### config.mk
export PLATFORM = sky130hd
export DESIGN_NAME = if_fetch_unit_flat
export DESIGN_NICKNAME = d
export VERILOG_FILES = /design/src/rtl/pipeline_defs.sv /design/src/rtl/if_fetch_unit_if.sv /design/src/rtl/pc_reg.sv /design/src/rtl/if_fetch_unit.sv /design/src/flat_wrapper.sv
export SDC_FILE = /design/constraint.sdc
export NUM_CORES = 1
export LEC_CHECK = 0
export ABC_AREA = 1
export ABC_CLOCK_PERIOD_IN_PS = 5100
export CAP_MARGIN = 20
export CORE_ASPECT_RATIO = 1.4
export CORE_MARGIN = 2
export CORE_UTILIZATION = 48
export CTS_CLUSTER_SIZE = 16
export DETAILED_ROUTE_END_ITERATION = 10
export GPL_ROUTABILITY_DRIVEN = 1
export PLACE_DENSITY = 0.85
export SETUP_SLACK_MARGIN = 0.05
export SLEW_MARGIN = 20
export SYNTH_ARGS = -nofsm -noshare
export SYNTH_HDL_FRONTEND = slang
export SYNTH_SLANG_ARGS = --single-unit
### constraint.sdc
create_clock -name clk -period 5.1 [get_ports clk]
set_clock_uncertainty 0.2 [all_clocks]
set_input_delay 1.02 -clock clk [delete_from_list [all_inputs] [get_ports clk]]
set_output_delay 1.02 -clock clk [all_outputs]
set_load 0.03 [all_outputs]
### src/rtl/pipeline_defs.sv
// Shared definitions for the ARM pipeline front end: word width, fetch FSM
// encoding and the default fetch constants.
package pipeline_defs;

    localparam int unsigned WORD_W = 32;

    typedef logic [WORD_W-1:0] word_t;

    typedef enum logic [1:0] {
        ST_START   = 2'd0,
        ST_FETCH   = 2'd1,
        ST_READY   = 2'd2,
        ST_DISCARD = 2'd3
    } fetch_state_t;

    localparam word_t DEF_PC_INC    = 32'd4;
    localparam word_t DEF_NOP_INSTR = 32'h0000_0000;

endpackage

### src/rtl/if_fetch_unit_if.sv
// Request/acknowledge read channel between the fetch unit and instruction memory.
interface if_fetch_unit_if;
    import pipeline_defs::*;

    logic  mem_req;
    word_t mem_addr;
    logic  mem_ack;
    word_t mem_rdata;

    modport master (
        output mem_req,
        output mem_addr,
        input  mem_ack,
        input  mem_rdata
    );

    modport slave (
        input  mem_req,
        input  mem_addr,
        output mem_ack,
        output mem_rdata
    );

endinterface

### src/rtl/pc_reg.sv
// Program counter: async reset to RESET_PC, load enable, sequential/branch select.
module pc_reg
    import pipeline_defs::*;
#(
    parameter word_t RESET_PC = 32'h0000_0000,
    parameter word_t PC_INC   = DEF_PC_INC
) (
    input  logic  clk,
    input  logic  rst,
    input  logic  load,
    input  logic  sel_branch,
    input  word_t branch_addr,
    output word_t pc,
    output word_t pc_next_c
);

    // Next value is exposed so the fetch address register can track it.
    always_comb begin
        pc_next_c = pc;
        if (load) begin
            pc_next_c = sel_branch ? branch_addr : pc + PC_INC;
        end
    end

    always_ff @(posedge clk or posedge rst) begin
        if (rst) begin
            pc <= RESET_PC;
        end else begin
            pc <= pc_next_c;
        end
    end

endmodule

### src/rtl/if_fetch_unit.sv
// Instruction-fetch front end: owns the PC, runs the req/ack fetch to memory and
// presents {PC+4, instruction, valid} to the IF/ID register.
module if_fetch_unit
    import pipeline_defs::*;
#(
    parameter word_t RESET_PC  = 32'h0000_0000,
    parameter word_t PC_INC    = DEF_PC_INC,
    parameter word_t NOP_INSTR = DEF_NOP_INSTR
) (
    input  logic                   clk,
    input  logic                   rst,
    input  logic                   freeze,
    input  logic                   branch_taken,
    input  word_t                  branch_addr,
    if_fetch_unit_if.master        bus,
    output word_t                  PC,
    output word_t                  instruction,
    output logic                   if_valid
);

    fetch_state_t state_q;
    fetch_state_t state_next;
    logic         pc_load;
    logic         pc_sel_branch;
    logic         capture;
    word_t        pc;
    word_t        pc_next_c;

    pc_reg #(
        .RESET_PC (RESET_PC),
        .PC_INC   (PC_INC)
    ) u_pc_reg (
        .clk         (clk),
        .rst         (rst),
        .load        (pc_load),
        .sel_branch  (pc_sel_branch),
        .branch_addr (branch_addr),
        .pc          (pc),
        .pc_next_c   (pc_next_c)
    );

    always_ff @(posedge clk or posedge rst) begin
        if (rst) begin
            state_q <= ST_START;
        end else begin
            state_q <= state_next;
        end
    end

    // Next-state and PC control; a redirect always outranks freeze.
    always_comb begin
        state_next    = state_q;
        pc_load       = 1'b0;
        pc_sel_branch = 1'b0;
        capture       = 1'b0;
        unique case (state_q)
            ST_START: begin
                state_next = ST_FETCH;
                if (branch_taken) begin
                    pc_load       = 1'b1;
                    pc_sel_branch = 1'b1;
                end
            end
            ST_FETCH: begin
                if (branch_taken) begin
                    pc_load       = 1'b1;
                    pc_sel_branch = 1'b1;
                    state_next    = bus.mem_ack ? ST_FETCH : ST_DISCARD;
                end else if (bus.mem_ack) begin
                    capture    = 1'b1;
                    state_next = ST_READY;
                end
            end
            ST_DISCARD: begin
                if (branch_taken) begin
                    pc_load       = 1'b1;
                    pc_sel_branch = 1'b1;
                end
                if (bus.mem_ack) begin
                    state_next = ST_FETCH;
                end
            end
            ST_READY: begin
                if (branch_taken) begin
                    pc_load       = 1'b1;
                    pc_sel_branch = 1'b1;
                    state_next    = ST_FETCH;
                end else if (!freeze) begin
                    pc_load    = 1'b1;
                    state_next = ST_FETCH;
                end
            end
            default: state_next = ST_START;
        endcase
    end

    // Request is a pure state decode so reset drops it asynchronously.
    assign bus.mem_req = (state_q == ST_FETCH) || (state_q == ST_DISCARD);

    // DISCARD keeps the stale address on the bus until its ack retires it.
    always_ff @(posedge clk or posedge rst) begin
        if (rst) begin
            bus.mem_addr <= RESET_PC;
            PC           <= '0;
            instruction  <= NOP_INSTR;
            if_valid     <= 1'b0;
        end else begin
            if (state_next != ST_DISCARD) begin
                bus.mem_addr <= pc_next_c;
            end
            if_valid <= (state_next == ST_READY);
            if (capture) begin
                PC          <= pc + PC_INC;
                instruction <= bus.mem_rdata;
            end else if (state_next != ST_READY) begin
                instruction <= NOP_INSTR;
            end
        end
    end

endmodule

### src/flat_wrapper.sv
// flat-port wrapper written by rule: the top's interface ports become plain ports
module if_fetch_unit_flat import pipeline_defs::*;
#(
    parameter word_t RESET_PC  = 32'h0000_0000,
    parameter word_t PC_INC    = DEF_PC_INC,
    parameter word_t NOP_INSTR = DEF_NOP_INSTR
)
  (clk, rst, freeze, branch_taken, branch_addr, PC, instruction, if_valid, bus_mem_req, bus_mem_addr, bus_mem_ack, bus_mem_rdata);
  if_fetch_unit_if bus_i ();
  input  logic clk;
  input  logic rst;
  input  logic freeze;
  input  logic branch_taken;
  input  word_t branch_addr;
  output word_t PC;
  output word_t instruction;
  output logic if_valid;
  output wire logic [$bits(bus_i.mem_req)-1:0] bus_mem_req;
  output wire logic [$bits(bus_i.mem_addr)-1:0] bus_mem_addr;
  input wire logic [$bits(bus_i.mem_ack)-1:0] bus_mem_ack;
  input wire logic [$bits(bus_i.mem_rdata)-1:0] bus_mem_rdata;
  assign bus_mem_req = bus_i.mem_req;
  assign bus_mem_addr = bus_i.mem_addr;
  assign bus_i.mem_ack = bus_mem_ack;
  assign bus_i.mem_rdata = bus_mem_rdata;
  if_fetch_unit #(.RESET_PC(RESET_PC), .PC_INC(PC_INC), .NOP_INSTR(NOP_INSTR)) u_core (.clk(clk), .rst(rst), .freeze(freeze), .branch_taken(branch_taken), .branch_addr(branch_addr), .bus(bus_i), .PC(PC), .instruction(instruction), .if_valid(if_valid));
endmodule
Word-level counts from Yosys, hierarchy flattened
Index checks and enable logic that the tools add are counted.

Logic and storage cells: 37. Input bits: 69. Output and inout bits: 98. Register bits after elaboration: 131.

Reductions and logical operators: 5. Muxes and demuxes: 19. Eq/ne operators: 6. Add/subtract/negate cells: 1.

Operators by type and width (count): $mux 32 (4); $add 32x3->32 const B (1); $mux 2 (6); $pmux 2 s4 (1); $mux 1 (7); $eq 2x2->1 const B (3); $ne 2x2->1 const B (2); $reduce_or 4->1 (1); $reduce_or 3->1 (1); $eq 2x1->1 const B (1); $logic_not 2->1 (1); $pmux 1 s2 (1); $reduce_bool 2->1 (1); $logic_or 1x1->1 (1).

Logic depth before layout (Yosys ltp)
Gate-level depths: netlist (run 1).

Word-level depth: 6. Mapped depth: 12. Mapped depth without buffers: 12.

Hierarchy
A second synthesis (run 1) with hierarchy kept.

Cell total of the unflattened synthesis: 890. Area total of the unflattened synthesis: 7014.2 um^2.

Modules (own cells, without submodules): if_fetch_unit (area each 4664.5 um^2, times used 1, cells an instance 533, seq. area each 2477.4 um^2); pc_reg (area each 2349.8 um^2, times used 1, cells an instance 357, seq. area each 800.8 um^2).

Worst setup path after synthesis (run 1)
OpenSTA, ideal clock, no wires.

Path kind: input-to-reg. Start: input branch_taken. End: register u_core.PC[19]. Buffers on the path: 3. Setup time: 0.082 ns. Required time: 4.818 ns. Arrival time: 1.973 ns. Path slack: 2.845 ns. Stages: 8. Cells stage by stage: buf_2 > nor2_2 > nand3_1 > inv_1 > buf_4 > buf_4 > nor2_1 > a31oi_1.

Longest elaborated chain between the ends: 2.

Ends and longest elaborated chain: start: declaration (line flat_wrapper.sv:13) `input logic branch_taken;`; $mux 1 (line if_fetch_unit.sv:65) `if (branch_taken) begin`; $mux 1 (line if_fetch_unit.sv:56) `unique case (state_q)`; end signal: assignment (line if_fetch_unit.sv:113) `PC <= pc + PC_INC;`; end: declaration (line if_fetch_unit.sv:16) `output word_t PC,`.

No other way between the ends. A chain may end at the register's enable or synchronous reset.

Worst setup path in the final report (run 1)
Start: input branch_taken. End: register u_core.state_q[1].

Longest elaborated chain between the ends: 2. Elaborated cells between the ends (all ways): 3. Those cells by class: mux: 3.

Ends and longest elaborated chain: $mux 2 (on tied branches) (line if_fetch_unit.sv:84, if_fetch_unit.sv:65); $pmux 2 s4 * (line if_fetch_unit.sv:56); via u_core.state_next[1] (line if_fetch_unit.sv:22) `fetch_state_t state_next;`; end signal: assignment (line if_fetch_unit.sv:46) `state_q <= state_next;`; end: declaration (line if_fetch_unit.sv:21) `fetch_state_t state_q;`.

Mark *: on every way through the listed nets, which the timed path passes. The rest lies on a longest branch.

==> flow_summary.json, run 1 <==
{
  "antennaDiodeCount": 0,
  "ys_warn_count": 0,
  "path_buf_inv": 3,
  "syn_area_per_cell_um2": 8.50,
  "r2r_end": "u_core.state_q[1]$_DFF_PP0_",
  "core_region_area_um2": 12200,
  "grt_setup_unrepaired": "false",
  "grt_max_degree": 77,
  "nets": 930,
  "track_usage_pct": 24.5,
  "gp_congestion": 0.893,
  "crit_family": "buffers and inverters",
  "ys_seq_area_share_pct": 55.1,
  "pwr-share-seq_pct": 38.4,
  "met3_length_um": 897,
  "dr.pass1.iters": 5,
  "path_depth": 7,
  "cp-end-kind": "register",
  "synthCells": 699,
  "layout_setup_ws_ns": 1.83,
  "p_int_w": 0.00227,
  "slowest_delay_ns": 0.74,
  "crit_end": "u_core.state_q[1]$_DFF_PP0_",
  "drive_above_1_share_pct": 7.10,
  "synth-seq-cells": 131,
  "cts_sinks": 131,
  "setup_viol": 0,
  "hold_violations": 0,
  "drtIter0Drc": 332,
  "path_max_fanout": 67,
  "viasPerCell": 5.13,
  "dieHeight_um": 136,
  "top_layer_used": "met4",
  "clkLatencyLatePin_ns": 0.41,
  "switching_share_pct": 32.8,
  "slew_violations": 0,
  "r2r_slack_ns": 2.89,
  "pre_cts_ws_ns": 1.61,
  "hpwlAfterDp_um": 11200,
  "cts_buffers": 17,
  "cts_max_path_buffers": 2,
  "antenna_left": 0,
  "critPathKind": "in2reg",
  "vias": 5251,
  "synth_top_area_share_pct": 55.1,
  "syn_to_final_growth_pct": 39.5,
  "power_frac_clock_pct": 35.5,
  "synthDistinctLibCells": 27,
  "pwr_density_cell_nw_per_um2": 408,
  "wl_met2_um": 7940,
  "cts_resized": 0,
  "synth_area_leader_cell": "dfrtp_1",
  "die-area_um2": 13300,
  "path_cells": "clkdlybuf4s50_1, buf_4, nor2_2, nand3_1, clkinv_2, nor2_1, nand2_1",
  "p_comb_share_pct": 26.1,
  "required_ns": 5.18,
  "antenna_found_initial": 0,
  "setup_tns_ns": 0,
  "synth_enable_flop_cells": 0,
  "max_freq_ghz": 0.305,
  "maxCapViolCount": 0,
  "startpoint": "branch_taken",
  "die_x_um": 98.1,
  "cts_root_buf": "clkbuf_16",
  "cts_hold_buf": 0,
  "power.leakage_nw": 3.98,
  "vdd_ir_drop_max_mv": 0.211,
  "grt_pass1_vias": 5113,
  "slew_headroom_pct": 30.2,
  "grt_pass1_wl_um": 25600,
  "synthFlopType": "dfrtp_1",
  "wl_met1_um": 6720,
  "netlist_area_um2": 5940,
  "worstHoldPathType": "reg2reg",
  "drc": 0,
  "crit_arrival_ns": 3.35,
  "p_switching_w": 0.00111,
  "crit_path_top_delay_cell": "clkinv_2",
  "finalCritPeriodShare_pct": 64.2,
  "wl_um": 16000,
  "cts.clk_slew.worst_paths_ns": 0.06,
  "num_rows": 48,
  "cts_setup_buffers": 0,
  "layout_min_cycle_time_ns": 3.27,
  "yosys-top-cells-area": "dfrtp_1 55%, nand2_1 19%, a22o_1 5.5%, inv_1 3.3%, nor2_1 2.7%",
  "outcome": "finished, final reports clean",
  "routedWlPerCell_um": 15.6,
  "start_util_pct": 48.8,
  "grt_overflow": 0,
  "cp-start-kind": "input pin",
  "synth_nets": 769,
  "htreeDepth": 4,
  "min_from": "u_core.bus.mem_addr[1]$_DFFE_PP0P_",
  "cts_tree": "done",
  "port_buffers": 166,
  "rr_startpoint": "u_core.state_q[0]$_DFF_PP0_",
  "r2r_cells": 4,
  "num_io_pins": 167,
  "synthArstFlopShare_pct": 100,
  "worst_slew_pin_slew_ns": 1.05
}
-- layout by cell type, fill, tap and decap left out, drive strengths merged --
master	synthesis	routed
o221ai	2	2
o21bai	3	3
clkdlybuf4s50	0	166
clkinvlp	0	4
o22ai	1	1
dfrtp	131	131
buf	17	4
clkinv	0	7
bufinv	0	2
nor3	1	1
a31oi	12	12
inv	57	59
a21oi	2	2
nor2	54	54
ha	1	1
xor2	14	14
nand3	22	22
a22o	37	37
and2	4	4
nand2	302	302
o211ai	2	2
o21ai	26	26
clkbuf	11	17
-- per-layer routing --
metal	track usage, %	vias up
met3	4.13	34
met2	41.1	193
li1	-	2539
met1	31.7	2485
met4	10.0	0
met5	0	-
-- power by group through the flow --
stage,Sequential [W],Combinational (W),Clock [W]
2_1_floorplan,0.00155,0.000248,0
3_3_place_gp,0.00131,0.000872,0
3_5_place_dp,0.00131,0.000884,0
4_1_cts,0.00130,0.000888,0.00121
5_1_grt,0.00132,0.000942,0.00126
6_report,0.00130,0.000883,0.00120
-- worst min-delay path: stages, from the launching register on --
cell and delay (ns):
dfrtp_1 0.34, nand2_1 0.05, nand2_1 0.06
-- logic make-up (layout without fill, tap and decap cells) --
group	count (synthesis)	in the layout	share of synthesized area, %
AO/OA/AOI/OAI	85	85	10.3
XOR/XNOR	14	14	2.06
adder cells (fa/ha/maj)	1	1	0.210
buffers and inverters	85	259	5.89
flip-flops	131	131	55.1
AND/OR/NAND/NOR	383	383	26.4
-- cell type report --
cell class / count / area, um2
Multi-Input combinational cell: 483 / 2320
Tap cell: 150 / 188
Sequential cell: 131 / 3280
Timing Repair Buffer: 170 / 1700
Clock inverter: 15 / 158
Clock buffer: 17 / 425
Fill cell: 937 / 3900
Inverter: 57 / 218
-- metrics by stage --
step	std cells	instance area, um2	total power, W	utilization (%)	hold WS [ns]
after floorplan	699	5940	0.00179	-	0.301
after CTS	1023	8290	0.00339	68.0	0.281
final	1023	8290	0.00338	68.0	0.276
after global routing	1023	8290	0.00352	68.0	0.297
after global placement	991	7710	0.00218	63.2	0.261
after detailed placement	991	7710	0.00220	63.2	0.265
-- cells in the mapped netlist (3+ instances only) --
cell type and number:
xor2_1 14, buf_4 4, nand2_2 4, nand3_1 21, a22o_1 37, buf_2 13
clkbuf_1 11, a31oi_1 12, o21ai_0 26, nand2_1 297, inv_2 4, nor2_2 5
inv_1 53, nor2_1 42, o21bai_1 3, dfrtp_1 131, nor2_4 7, and2_1 4
-- worst min-delay path by stage --
stage | cells after the start | to | slack, ns
5_1_grt | 2 | u_core.bus.mem_addr[30]$_DFFE_PP0P_ | 0.30
3_3_place_gp | 2 | u_core.PC[4]$_DFFE_PP0P_ | 0.26
2_1_floorplan | 2 | u_core.PC[0]$_DFFE_PP0P_ | 0.30
3_5_place_dp | 2 | u_core.PC[4]$_DFFE_PP0P_ | 0.26
6_report | 2 | u_core.bus.mem_addr[1]$_DFFE_PP0P_ | 0.28
4_1_cts | 2 | u_core.PC[4]$_DFFE_PP0P_ | 0.28
Power figures use the tool's default switching activity.
==> inputs of run 2 (changes only) <==
Settings changed: ABC_CLOCK_PERIOD_IN_PS 5100 to 2750, CORE_UTILIZATION 48 to 43, PLACE_DENSITY 0.85 to 0.81.
Clock period 5.1 ns to 2.75 ns, I/O delays scaled along.
==> run 2 against run 1 <==
Effect of this change:
- via count grew 1.8%
- total power grew 88%
- sequential power grew 85%
- non-clock buffer count grew 7
- clock-buffer cell count grew 1
- final cell count grew 3.6%
- worst setup slack lost 1.4 ns
- first-iteration DRC count grew 18%
- wire length grew 5.3%
- critical path depth shrank 6
- critical endpoint is now bus_mem_req
- largest power group unchanged
==> flow_summary.json, run 2 (same netlist as run 1, synthesis figures left out) <==
{
  "cts_sinks": 131,
  "cts_tree": "done",
  "setup_tns_ns": 0,
  "setup_viol": 0,
  "viasPerCell": 5.04,
  "finalCritPeriodShare_pct": 85.1,
  "rr_startpoint": "u_core.u_pc_reg.pc[2]$_DFF_PP0_",
  "wl_um": 16800,
  "vdd_ir_drop_max_mv": 0.394,
  "r2r_slack_ns": 0.66,
  "maxCapViolCount": 0,
  "layout_min_cycle_time_ns": 2.34,
  "dieHeight_um": 143,
  "grt_overflow": 0,
  "placed_area_um2": 7820,
  "worst_slew_pin_slew_ns": 0.630,
  "power.leakage_nw": 4.01,
  "critPathKind": "reg2out",
  "port_buffers": 166,
  "crit_arrival_ns": 1.59,
  "num_rows": 50,
  "vias": 5347,
  "cts.clk_slew.worst_paths_ns": 0.05,
  "drc": 0,
  "cp-end-kind": "primary output",
  "final_common_cell": "nand2_1",
  "min_from": "u_core.bus.mem_addr[21]$_DFFE_PP0P_",
  "crit_path_top_delay_cell": "clkdlybuf4s50_1",
  "die-area_um2": 14800,
  "antenna_left": 0,
  "cts_setup_buffers": 0,
  "num_io_pins": 167,
  "path_buf_inv": 1,
  "cts_root_buf": "clkbuf_16",
  "htreeDepth": 4,
  "multi_input_area_um2": 2320,
  "worstHoldEndpoint": "u_core.bus.mem_addr[21]$_DFFE_PP0P_",
  "cts_buffers": 17,
  "syn_to_final_growth_pct": 41.4,
  "grt_setup_unrepaired": "false",
  "final_area_um2": 8400,
  "hpwlAfterDp_um": 11800,
  "outcome": "finished, final reports clean",
  "seqCellArea_um2": 3280,
  "grt_pass1_wl_um": 26100,
  "antennaDiodeCount": 0,
  "crit_family": "buffers and inverters",
  "gp_congestion": 0.891,
  "clkLatencyLatePin_ns": 0.42,
  "slowest_delay_ns": 0.73,
  "required_ns": 2.00,
  "cts_hold_buf": 0,
  "cts_max_path_buffers": 2,
  "path_max_fanout": 4,
  "max_freq_ghz": 0.428,
  "final_cell_mix": "297 x nand2_1, 166 x clkdlybuf4s50_1, 131 x dfrtp_1",
  "routedWlPerCell_um": 15.9,
  "start_util_pct": 44.2,
  "slew_violations": 0,
  "drtIter0Drc": 393,
  "hold_violations": 0,
  "nets": 937,
  "slew_headroom_pct": 58.0,
  "cp-start-kind": "register",
  "cts_resized": 0,
  "track_usage_pct": 23.2,
  "antenna_found_initial": 0,
  "r2r_end": "u_core.bus.mem_addr[16]$_DFFE_PP0P_",
  "fillCellCount": 1088,
  "drive_above_1_share_pct": 7.52,
  "grt_pass1_vias": 5167,
  "grt_max_degree": 50,
  "worstHoldPathType": "reg2reg",
  "path_cells": "clkdlybuf4s50_1",
  "core_region_area_um2": 13500,
  "die_x_um": 103,
  "dr.pass1.iters": 5,
  "holdPathStages": 2,
  "pwr_density_cell_nw_per_um2": 754,
  "r2r_cells": 10
}
## run 2: per-layer routing
metal  vias to the layer above  track usage [%]  share of wire, %  wire length [um]
li1                       2547                -                 -                 -
met1                      2542             28.2                40              6810
met2                       226             38.9                50              8450
met3                        32             5.48               6.7              1120
met4                         0             9.42               2.7               457
met5                         -                0                 0                 0
## run 2: area by class of cell
type / instances / share of cell area, %
tap: 182 / 2.71
timing repair buffer: 177 / 21.1
sequential: 131 / 39.0
multi-input combinational: 483 / 27.6
clock buffer: 18 / 5.11
clock inverter: 12 / 1.89
inverter: 57 / 2.59
## run 2: through the flow
stage / util [%] / cells / setup WS (ns) / hold WS [ns] / power, W
after floorplan: - / 699 / 0.377 / 0.301 / 0.00333
after global placement: 58.1 / 1030 / 0.400 / 0.261 / 0.00408
after detailed placement: 58.1 / 1030 / 0.330 / 0.264 / 0.00410
after CTS: 62.5 / 1060 / 0.396 / 0.280 / 0.00637
after global routing: 62.5 / 1060 / 0.361 / 0.303 / 0.00658
final: 62.5 / 1060 / 0.411 / 0.274 / 0.00634
## run 2: where the power goes
part           switching [W]  total (W)  internal [W]
registers           0.000202    0.00241       0.00221
logic               0.000992    0.00166      0.000671
clock network       0.000847    0.00226       0.00142
## run 2: how the worst max path moves through the flow
stage,from,cells past startpoint,end
global route,u_core.state_q[0]$_DFF_PP0_,1,bus_mem_req
finish,u_core.state_q[0]$_DFF_PP0_,1,bus_mem_req
floorplan,rst,1,u_core.PC[0]$_DFFE_PP0P_
global placement,branch_taken,8,u_core.bus.mem_addr[14]$_DFFE_PP0P_
detailed placement,branch_taken,8,u_core.bus.mem_addr[9]$_DFFE_PP0P_
CTS,u_core.state_q[0]$_DFF_PP0_,1,bus_mem_req
## run 2: worst register-to-register path, stage by stage, from the launching register on
cell and delay [ns]:
dfrtp_1 0.43, ha_1 0.23, nand2_2 0.10, nor2_4 0.12
nand2_1 0.14, nor2_4 0.20, xor2_1 0.28, nand2_1 0.11
nand2_2 0.10, nand2_1 0.05, nand2_1 0.09
==> inputs of run 3 (changes only) <==
Settings changed: CORE_UTILIZATION 43 to 46, PLACE_DENSITY 0.81 to 0.83, SYNTH_HIERARCHICAL set to 1.
==> run 3 against run 2 <==
Effect of this change:
- worst setup slack gained 0.021 ns
- combinational power up 22%
- design area is 13% higher
- hold slack better by 0.0030 ns
- critical path type unchanged
- largest power group unchanged
==> flow_summary.json, run 3 <==
{
  "hpwlAfterDp_um": 13500,
  "ys_warn_count": 6,
  "cts.clk_slew.worst_paths_ns": 0.06,
  "layout_min_cycle_time_ns": 2.32,
  "grt_overflow": 0,
  "cp-start-kind": "register",
  "num_rows": 53,
  "cts_max_path_buffers": 2,
  "r2r_slack_ns": 0.59,
  "crit_path_top_delay_cell": "clkdlybuf4s50_1",
  "total_power_w": 0.00687,
  "cts_tree": "done",
  "slowest_delay_ns": 0.71,
  "startpoint": "u_core/state_q[0]$_DFF_PP0_",
  "grt_pass1_vias": 6192,
  "seqCellArea_um2": 3280,
  "synth_common_cells": "294 x nand2_1, 131 x dfrtp_1, 88 x inv_1",
  "crit_arrival_ns": 1.57,
  "htreeDepth": 4,
  "required_ns": 2.00,
  "slew_violations": 0,
  "worstHoldPathType": "reg2reg",
  "pwr_density_cell_nw_per_um2": 726,
  "synthCells": 890,
  "cts_hold_buf": 0,
  "critPathKind": "reg2out",
  "pre_cts_ws_ns": 0.157,
  "cts_setup_buffers": 0,
  "cts_resized": 0,
  "layout_setup_ws_ns": 0.432,
  "multi_input_area_um2": 3210,
  "vias": 6535,
  "path_cells": "clkdlybuf4s50_1",
  "final_common_cell": "nand2_1",
  "synth_nets": 961,
  "track_usage_pct": 24.0,
  "path_depth": 1,
  "cts_sinks": 131,
  "drc": 0,
  "vdd_ir_drop_max_mv": 0.397,
  "die_x_um": 108,
  "synthFlopType": "dfrtp_1",
  "cts_root_buf": "clkbuf_16",
  "dieHeight_um": 150,
  "grt_max_degree": 100,
  "synth_area_leader_cell": "dfrtp_1",
  "synth_enable_flop_cells": 0,
  "viasPerCell": 5.19,
  "yosys-top-cells-area": "dfrtp_1 47%, nand2_1 16%, nand3_1 5.8%, inv_1 4.7%, nor2_1 4.5%",
  "worst_slew_pin_slew_ns": 0.711,
  "setup_viol": 0,
  "rr_startpoint": "u_core/u_pc_reg/pc[19]$_DFF_PP0_",
  "path_max_fanout": 5,
  "die-area_um2": 16300,
  "finalCritPeriodShare_pct": 84.3,
  "grt_pass1_wl_um": 30400,
  "hold_violations": 0,
  "clkLatencyLatePin_ns": 0.42,
  "synthDistinctLibCells": 35,
  "crit_family": "buffers and inverters",
  "cts_buffers": 17,
  "ys_seq_area_share_pct": 46.7,
  "routedWlPerCell_um": 15.0,
  "dr.pass1.iters": 7,
  "max_freq_ghz": 0.431,
  "drtIter0Drc": 531,
  "yosysMostFrequentCell": "nand2_1",
  "maxCapViolCount": 0,
  "r2r_end": "u_core/bus.mem_addr[31]$_DFFE_PP0P_",
  "setup_tns_ns": 0,
  "cp-end-kind": "primary output",
  "port_buffers": 166,
  "power.leakage_nw": 4.44,
  "gp_congestion": 0.952,
  "r2r_cells": 11,
  "synth-seq-cells": 131,
  "syn_to_final_growth_pct": 34.9,
  "grt_setup_unrepaired": "false",
  "antenna_found_initial": 0,
  "synthArstFlopShare_pct": 100,
  "synth_top_area_share_pct": 46.7,
  "core_region_area_um2": 15000,
  "holdWs_ns": 0.277,
  "start_util_pct": 46.8,
  "wl_um": 18900,
  "num_io_pins": 167,
  "antenna_left": 0,
  "crit_end": "bus_mem_req",
  "syn_area_per_cell_um2": 7.88,
  "antennaDiodeCount": 0,
  "path_buf_inv": 1,
  "fillCellCount": 1309,
  "nets": 1126,
  "netlist_area_um2": 7010,
  "drive_above_1_share_pct": 10.6,
  "slew_headroom_pct": 52.6,
  "final_cell_mix": "294 x nand2_1, 166 x clkdlybuf4s50_1, 131 x dfrtp_1",
  "outcome": "finished, final reports clean"
}
-- run 3: cells by family after synthesis --
logic type	Yosys count	synth area share [%]
flip-flops	131	46.7
AO/OA/AOI/OAI	105	10.7
buffers and inverters	123	7.65
AND/OR/NAND/NOR	509	31.9
multiplexers	2	0.321
XOR/XNOR	18	2.25
adder cells (fa/ha/maj)	2	0.357
-- run 3: layout make-up --
type | instances | area share [%]
Timing Repair Buffer | 179 | 19.0
Sequential cell | 131 | 34.7
Inverter | 90 | 3.61
Clock inverter | 14 | 1.60
Tap cell | 192 | 2.54
Multi-Input combinational cell | 636 | 34.0
Clock buffer | 18 | 4.64
-- run 3: worst min-delay path by stage --
stage / startpoint / endpoint / cells after the start / slack (ns)
2_1_floorplan: u_core/u_pc_reg/pc[0]$_DFF_PP0_ / u_core/PC[0]$_DFFE_PP0P_ / 2 / 0.24
3_3_place_gp: u_core/u_pc_reg/pc[1]$_DFF_PP0_ / u_core/PC[1]$_DFFE_PP0P_ / 2 / 0.26
3_5_place_dp: u_core/u_pc_reg/pc[0]$_DFF_PP0_ / u_core/PC[0]$_DFFE_PP0P_ / 2 / 0.26
4_1_cts: u_core/u_pc_reg/pc[0]$_DFF_PP0_ / u_core/PC[0]$_DFFE_PP0P_ / 2 / 0.28
5_1_grt: u_core/u_pc_reg/pc[0]$_DFF_PP0_ / u_core/PC[0]$_DFFE_PP0P_ / 2 / 0.30
6_report: u_core/PC[20]$_DFFE_PP0P_ / u_core/PC[20]$_DFFE_PP0P_ / 2 / 0.28
-- run 3: layer usage --
| layer | global-route usage, % | wire (um) | vias up |
|---|---|---|---|
| li1 | - | - | 3166 |
| met1 | 29.9 | 7470 | 3013 |
| met2 | 39.1 | 9280 | 303 |
| met3 | 4.94 | 1430 | 53 |
| met4 | 12.4 | 736 | 0 |
| met5 | 0 | 0 | - |
-- run 3: power by group --
part           switching (W)  internal [W]
clock               0.000884       0.00137
sequential          0.000330       0.00226
combinational        0.00120      0.000823
total                0.00242       0.00445
-- run 3: stage by stage --
| step | util [%] | instances | cell area [um2] |
|---|---|---|---|
| 6_report | 63.1 | 1260 | 9460 |
| 5_1_grt | 63.1 | 1260 | 9460 |
| 4_1_cts | 63.1 | 1260 | 9460 |
| 3_5_place_dp | 59.2 | 1228 | 8870 |
| 3_3_place_gp | 59.2 | 1228 | 8870 |
| 2_1_floorplan | - | 890 | 7020 |
